**src/rtl/systolic_pkg.sv**
```systemverilog
// systolic_pkg: shared FSM state encoding and counter-width helpers for the systolic array scheduler.
package systolic_pkg;
  typedef enum logic [2:0] {IDLE, LOAD, MULT, DRAIN, DONE} state_t;
  function automatic int phase_w(input int vec_w, input int rows, input int cols, input int stage);
    return $clog2(((1 << vec_w) + rows + cols) * stage + 1);
  endfunction
  function automatic int stage_w(input int stage);
    return stage > 1 ? $clog2(stage) : 1;
  endfunction
endpackage

```
**src/rtl/sched_phase_counter.sv**
```systemverilog
// sched_phase_counter: en-gated down-counter with load value, zero flag and its next value exposed.
module sched_phase_counter #(
  parameter int W = 4
) (
  input  logic         clk,
  input  logic         reset_n,
  input  logic         en,
  input  logic         load,
  input  logic         dec,
  input  logic [W-1:0] load_val,
  output logic [W-1:0] nxt,
  output logic         zero
);
  logic [W-1:0] cnt;
  assign nxt  = load ? load_val : dec ? cnt - W'(1) : cnt;
  assign zero = cnt == '0;
  always_ff @(posedge clk or negedge reset_n)
    if (!reset_n) cnt <= '0;
    else if (en) cnt <= nxt;
endmodule

```
**src/rtl/systolic_scheduler.sv**
```systemverilog
// systolic_scheduler: sequences weight load, skewed per-row multiply enables and drain for one job.
module systolic_scheduler
  import systolic_pkg::*;
#(
  parameter int ROWS  = 2,
  parameter int COLS  = 2,
  parameter int STAGE = 4,
  parameter int VEC_W = 8
) (
  input  logic             clk,
  input  logic             reset_n,
  input  logic             en,
  input  logic             start,
  input  logic [VEC_W-1:0] num_vecs,
  output logic [ROWS-1:0]  load_weight,
  output logic [ROWS-1:0]  enable_mult,
  output logic             load_done,
  output logic             busy,
  output logic             done
);
  localparam int PW = phase_w(VEC_W, ROWS, COLS, STAGE);
  localparam int SW = stage_w(STAGE);
  state_t st, st_n;
  logic [VEC_W-1:0] nv;
  logic pc_ld, pc_dec, pc_zero, sc_ld, sc_dec, sc_zero;
  logic [PW-1:0] pc_val, pc_nxt, base, step;
  logic [SW-1:0] sc_nxt_unused;
  logic [ROWS-1:0] em_n;
  sched_phase_counter #(.W(PW)) u_phase (
    .clk(clk), .reset_n(reset_n), .en(en), .load(pc_ld), .dec(pc_dec),
    .load_val(pc_val), .nxt(pc_nxt), .zero(pc_zero)
  );
  sched_phase_counter #(.W(SW)) u_stage (
    .clk(clk), .reset_n(reset_n), .en(en), .load(sc_ld), .dec(sc_dec),
    .load_val(SW'(STAGE - 1)), .nxt(sc_nxt_unused), .zero(sc_zero)
  );
  // The phase counter counts cycles in LOAD and STAGE-long steps in MULT/DRAIN.
  assign base = PW'(nv) + PW'(ROWS - 1) - PW'(1);
  always_comb begin
    st_n   = st;
    pc_ld  = 1'b0;
    pc_dec = 1'b0;
    sc_ld  = 1'b0;
    sc_dec = 1'b0;
    pc_val = PW'(ROWS - 1);
    case (st)
      IDLE: begin
        st_n  = start ? LOAD : IDLE;
        pc_ld = start;
      end
      LOAD: begin
        st_n   = !pc_zero ? LOAD : nv == '0 ? DONE : MULT;
        pc_dec = !pc_zero;
        pc_ld  = pc_zero;
        sc_ld  = pc_zero;
        pc_val = base;
      end
      MULT, DRAIN: begin
        sc_dec = !sc_zero;
        sc_ld  = sc_zero;
        pc_dec = sc_zero && !pc_zero;
        pc_ld  = sc_zero && pc_zero && st == MULT && COLS > 1;
        pc_val = PW'(COLS > 1 ? COLS - 2 : 0);
        st_n   = !(sc_zero && pc_zero) ? st : (st == MULT && COLS > 1) ? DRAIN : DONE;
      end
      default: st_n = IDLE;
    endcase
    step = base - pc_nxt;
    em_n = '0;
    for (int r = 0; r < ROWS; r++)
      em_n[r] = st_n == MULT && step >= PW'(ROWS - 1 - r) && step < PW'(ROWS - 1 - r) + PW'(nv);
  end
  always_ff @(posedge clk or negedge reset_n)
    if (!reset_n) begin
      st          <= IDLE;
      nv          <= '0;
      load_weight <= '0;
      enable_mult <= '0;
      load_done   <= 1'b0;
      busy        <= 1'b0;
      done        <= 1'b0;
    end else if (en) begin
      st          <= st_n;
      if (st == IDLE && start) nv <= num_vecs;
      load_weight <= st_n == LOAD ? ROWS'(1) << (PW'(ROWS - 1) - pc_nxt) : '0;
      enable_mult <= em_n;
      load_done   <= st_n inside {MULT, DRAIN, DONE};
      busy        <= st_n != IDLE;
      done        <= st_n == DONE;
    end
endmodule

```
**config.mk**
```make
export PLATFORM = sky130hd
export DESIGN_NAME = systolic_scheduler
export DESIGN_NICKNAME = d
export VERILOG_FILES = /design/src/rtl/systolic_pkg.sv /design/src/rtl/sched_phase_counter.sv /design/src/rtl/systolic_scheduler.sv
export SDC_FILE = /design/constraint.sdc
export NUM_CORES = 1
export LEC_CHECK = 0
export ABC_AREA = 1
export ABC_CLOCK_PERIOD_IN_PS = 4900
export CORE_ASPECT_RATIO = 0.8
export CORE_MARGIN = 8
export CORE_UTILIZATION = 60
export CTS_BUF_LIST = sky130_fd_sc_hd__clkbuf_8
export CTS_CLUSTER_DIAMETER = 80
export DETAILED_ROUTE_END_ITERATION = 8
export PLACE_DENSITY = 0.8
export SLEW_MARGIN = 10
export SYNTH_ARGS = -nofsm -noshare
export SYNTH_HDL_FRONTEND = slang
export SYNTH_SLANG_ARGS = --single-unit
```
**constraint.sdc**
```tcl
create_clock -name clk -period 4.9 [get_ports clk]
set_clock_uncertainty 0.15 [all_clocks]
set_input_delay 0.49 -clock clk [delete_from_list [all_inputs] [get_ports clk]]
set_output_delay 0.49 -clock clk [all_outputs]
set_load 0.05 [all_outputs]
```
==> qor.csv <==
metric,value,unit
status,"complete, no violations",
worst path required time,4980,ps
initial core utilization,62.6,%
via count,3526,
CTS buffer count,5,
maxcap violations,0,
# fillers,506,
Fin. Hold Viols,0,
drt wl/cell,14.5,um
Max Transition Viols Final,0,
Clock Tree Buf Depth,2,
vias in the first global route,3294,
max_slew headroom,50.5,%
root buffer cell,clkbuf_8,
Std-Cell Rows,24,
Fmax,0.225,GHz
clock-pin slew on the worst setup and hold paths,70,ps
CTS tree,yes,
Antenna Violating Nets Remaining,0,
final worst path period share,90.6,%
initial antenna violation count,0,
worst path arrival time,4520,ps
H-tree depth,2,
clk_lat worst skew,290,ps
DP Wirelength,7430,um
I/O pin count,19,
Final WS setup,460,ps
GRT Resource Usage Total,22.7,%
Min Hold Slack,336,ps
Die H,83.7,um
ANT cells,0,
Area contributors post-synth,"dfrtp_1 23%, nand2_1 19%, ha_1 11%, nand3_1 6.8%, inv_1 6.2%",
Via density,5.57,
Synth top area share,22.6,%
CP Launch Type,register,
CP most frequent cell,nand2_1,
Post-route DRC,0,
"Seq/Total Area, Yosys",22.6,%
mean area per synthesized cell,6.41,um^2
Final #Nets,598,
CP Max Fanout,14,
Crit-path slowest cell,dfrtp_1,
CP Capture Type,register,
#FFs+latches synth,31,
Ys Warns,0,
most frequent cells in the layout,"170 x nand2_1, 57 x inv_1, 52 x nor2_1",
largest net degree at the start of global routing,32,
Post-Synthesis Cells,536,
die width,101,um
core area,5500,um^2
share of layout cells above drive strength 1,10.1,%
global placement routability congestion,0.947,
worst reg-to-reg setup slack,460,ps
"Distinct cells, synth",37,
Worst Hold Class,reg2reg,
CP max stage delay,410,ps
drt pass-1 iters,5,
Tightest Pin Transition,742,ps
Final Instance Area,3800,um^2
Initial DRC Count,206,
first-pass GRT wire length,15500,um
clock sink total,31,
WL final,9190,um
final setup fails,0,
largest area contributor in the netlist,dfrtp_1,
RSZ-0062 raised after global routing,no,
critical path type,reg2reg,
synthesized area,3440,um^2
setup TNS,0,ps
Mapped Nets,580,
min Tclk post-route,4440,ps
"commonest non-fill, non-tap cell in the layout",nand2_1,
gr ovfl total,0,
Port Buf Inserts,18,
pre-CTS WS,501,ps
Post-DP Area,3670,um^2
"Area growth, synth to finish",10.4,%
Die ar.,8420,um^2
[metrics by stage]
step                utilization [%]  cells
floorplan                         -    536
global placement               66.9    625
detailed placement             66.9    625
CTS                            69.0    633
global route                   69.1    633
finish                         69.1    633
[cell type report]
class | count | area (um^2) | share of cell area (%)
sequential | 31 | 776 | 20.4
timing repair buffer | 20 | 195 | 5.14
clock buffer | 6 | 82.6 | 2.18
multi-input combinational | 430 | 2360 | 62.2
tap | 78 | 97.6 | 2.57
clock inverter | 2 | 35.0 | 0.923
inverter | 66 | 248 | 6.53
[cells in the mapped netlist]
library cell  instances
fa_1                  1
a21oi_2               2
o211ai_1              1
o221ai_1              1
xnor2_1               1
or3_1                 1
nor2_1               52
nor3_1                2
nand4_1              18
nand2_1             170
clkbuf_1              5
buf_6                 2
nand3_4               1
o21ai_2               1
inv_1                57
a31oi_1               1
xor2_1                8
nand3_2               3
nor2_2               10
a21oi_1              22
nand2_4               5
o22ai_1               1
o21ai_1               4
nor2_4                4
inv_2                 9
ha_1                 31
o21ai_0              22
a211oi_1              3
dfrtp_1              31
a41oi_1               1
nor2_8                1
nand3b_1              5
buf_4                 2
and2_1                2
nand2_2               8
a21oi_4               1
nand3_1              47
[cells by family after synthesis]
| logic type | count (synthesis) | share of synthesized area [%] |
|---|---|---|
| xor+xnor | 9 | 2.29 |
| simple gates | 329 | 44.5 |
| flops | 31 | 22.6 |
| fa+ha+maj | 32 | 11.9 |
| buf+inv | 75 | 8.84 |
| compound gates | 60 | 9.97 |
[registers in the layout, summed over array words and instances, names as in the netlist]
signal / flops
enable_mult: 2
u_phase.cnt: 11
u_stage.cnt: 2
load_weight: 2
st: 3
busy: 1
nv: 8
done: 1
load_done: 1
[metal layers]
metal	part of all wire [%]	global-route usage, %	vias up
li1	-	-	1782
met1	50	33.2	1624
met2	43	33.0	104
met3	5.3	3.00	16
met4	1.5	6.71	0
met5	0	0	-
[critical path: cells and delay by family (launching register included)]
kind | cells | cell delay, ps
adder cells (fa/ha/maj) | 4 | 1130
AO/OA/AOI/OAI | 2 | 330
AND/OR/NAND/NOR | 19 | 1990
buffers and inverters | 4 | 390
flip-flops | 1 | 410
[final timing paths]
kind | from | to | cells after the start
setup / recovery | u_phase.cnt[0] | enable_mult[0] | 29
hold / removal | enable_mult[1] | enable_mult[1] | 2
setup reg to reg | u_phase.cnt[0] | enable_mult[0] | 29
hold reg to reg | enable_mult[1] | enable_mult[1] | 2
max in group asynchronous | reset_n | u_phase.cnt[8] | 2
min in group asynchronous | reset_n | done | 2
[what timing repair did]
action	CTS	global route
setup endpoints to repair	0	1
hold buffers	0	0
resized for setup	0	1
setup buffers	0	0
Power is not shown: default switching activity piles up to over one toggle a cycle in this logic, so the estimate is an artifact.
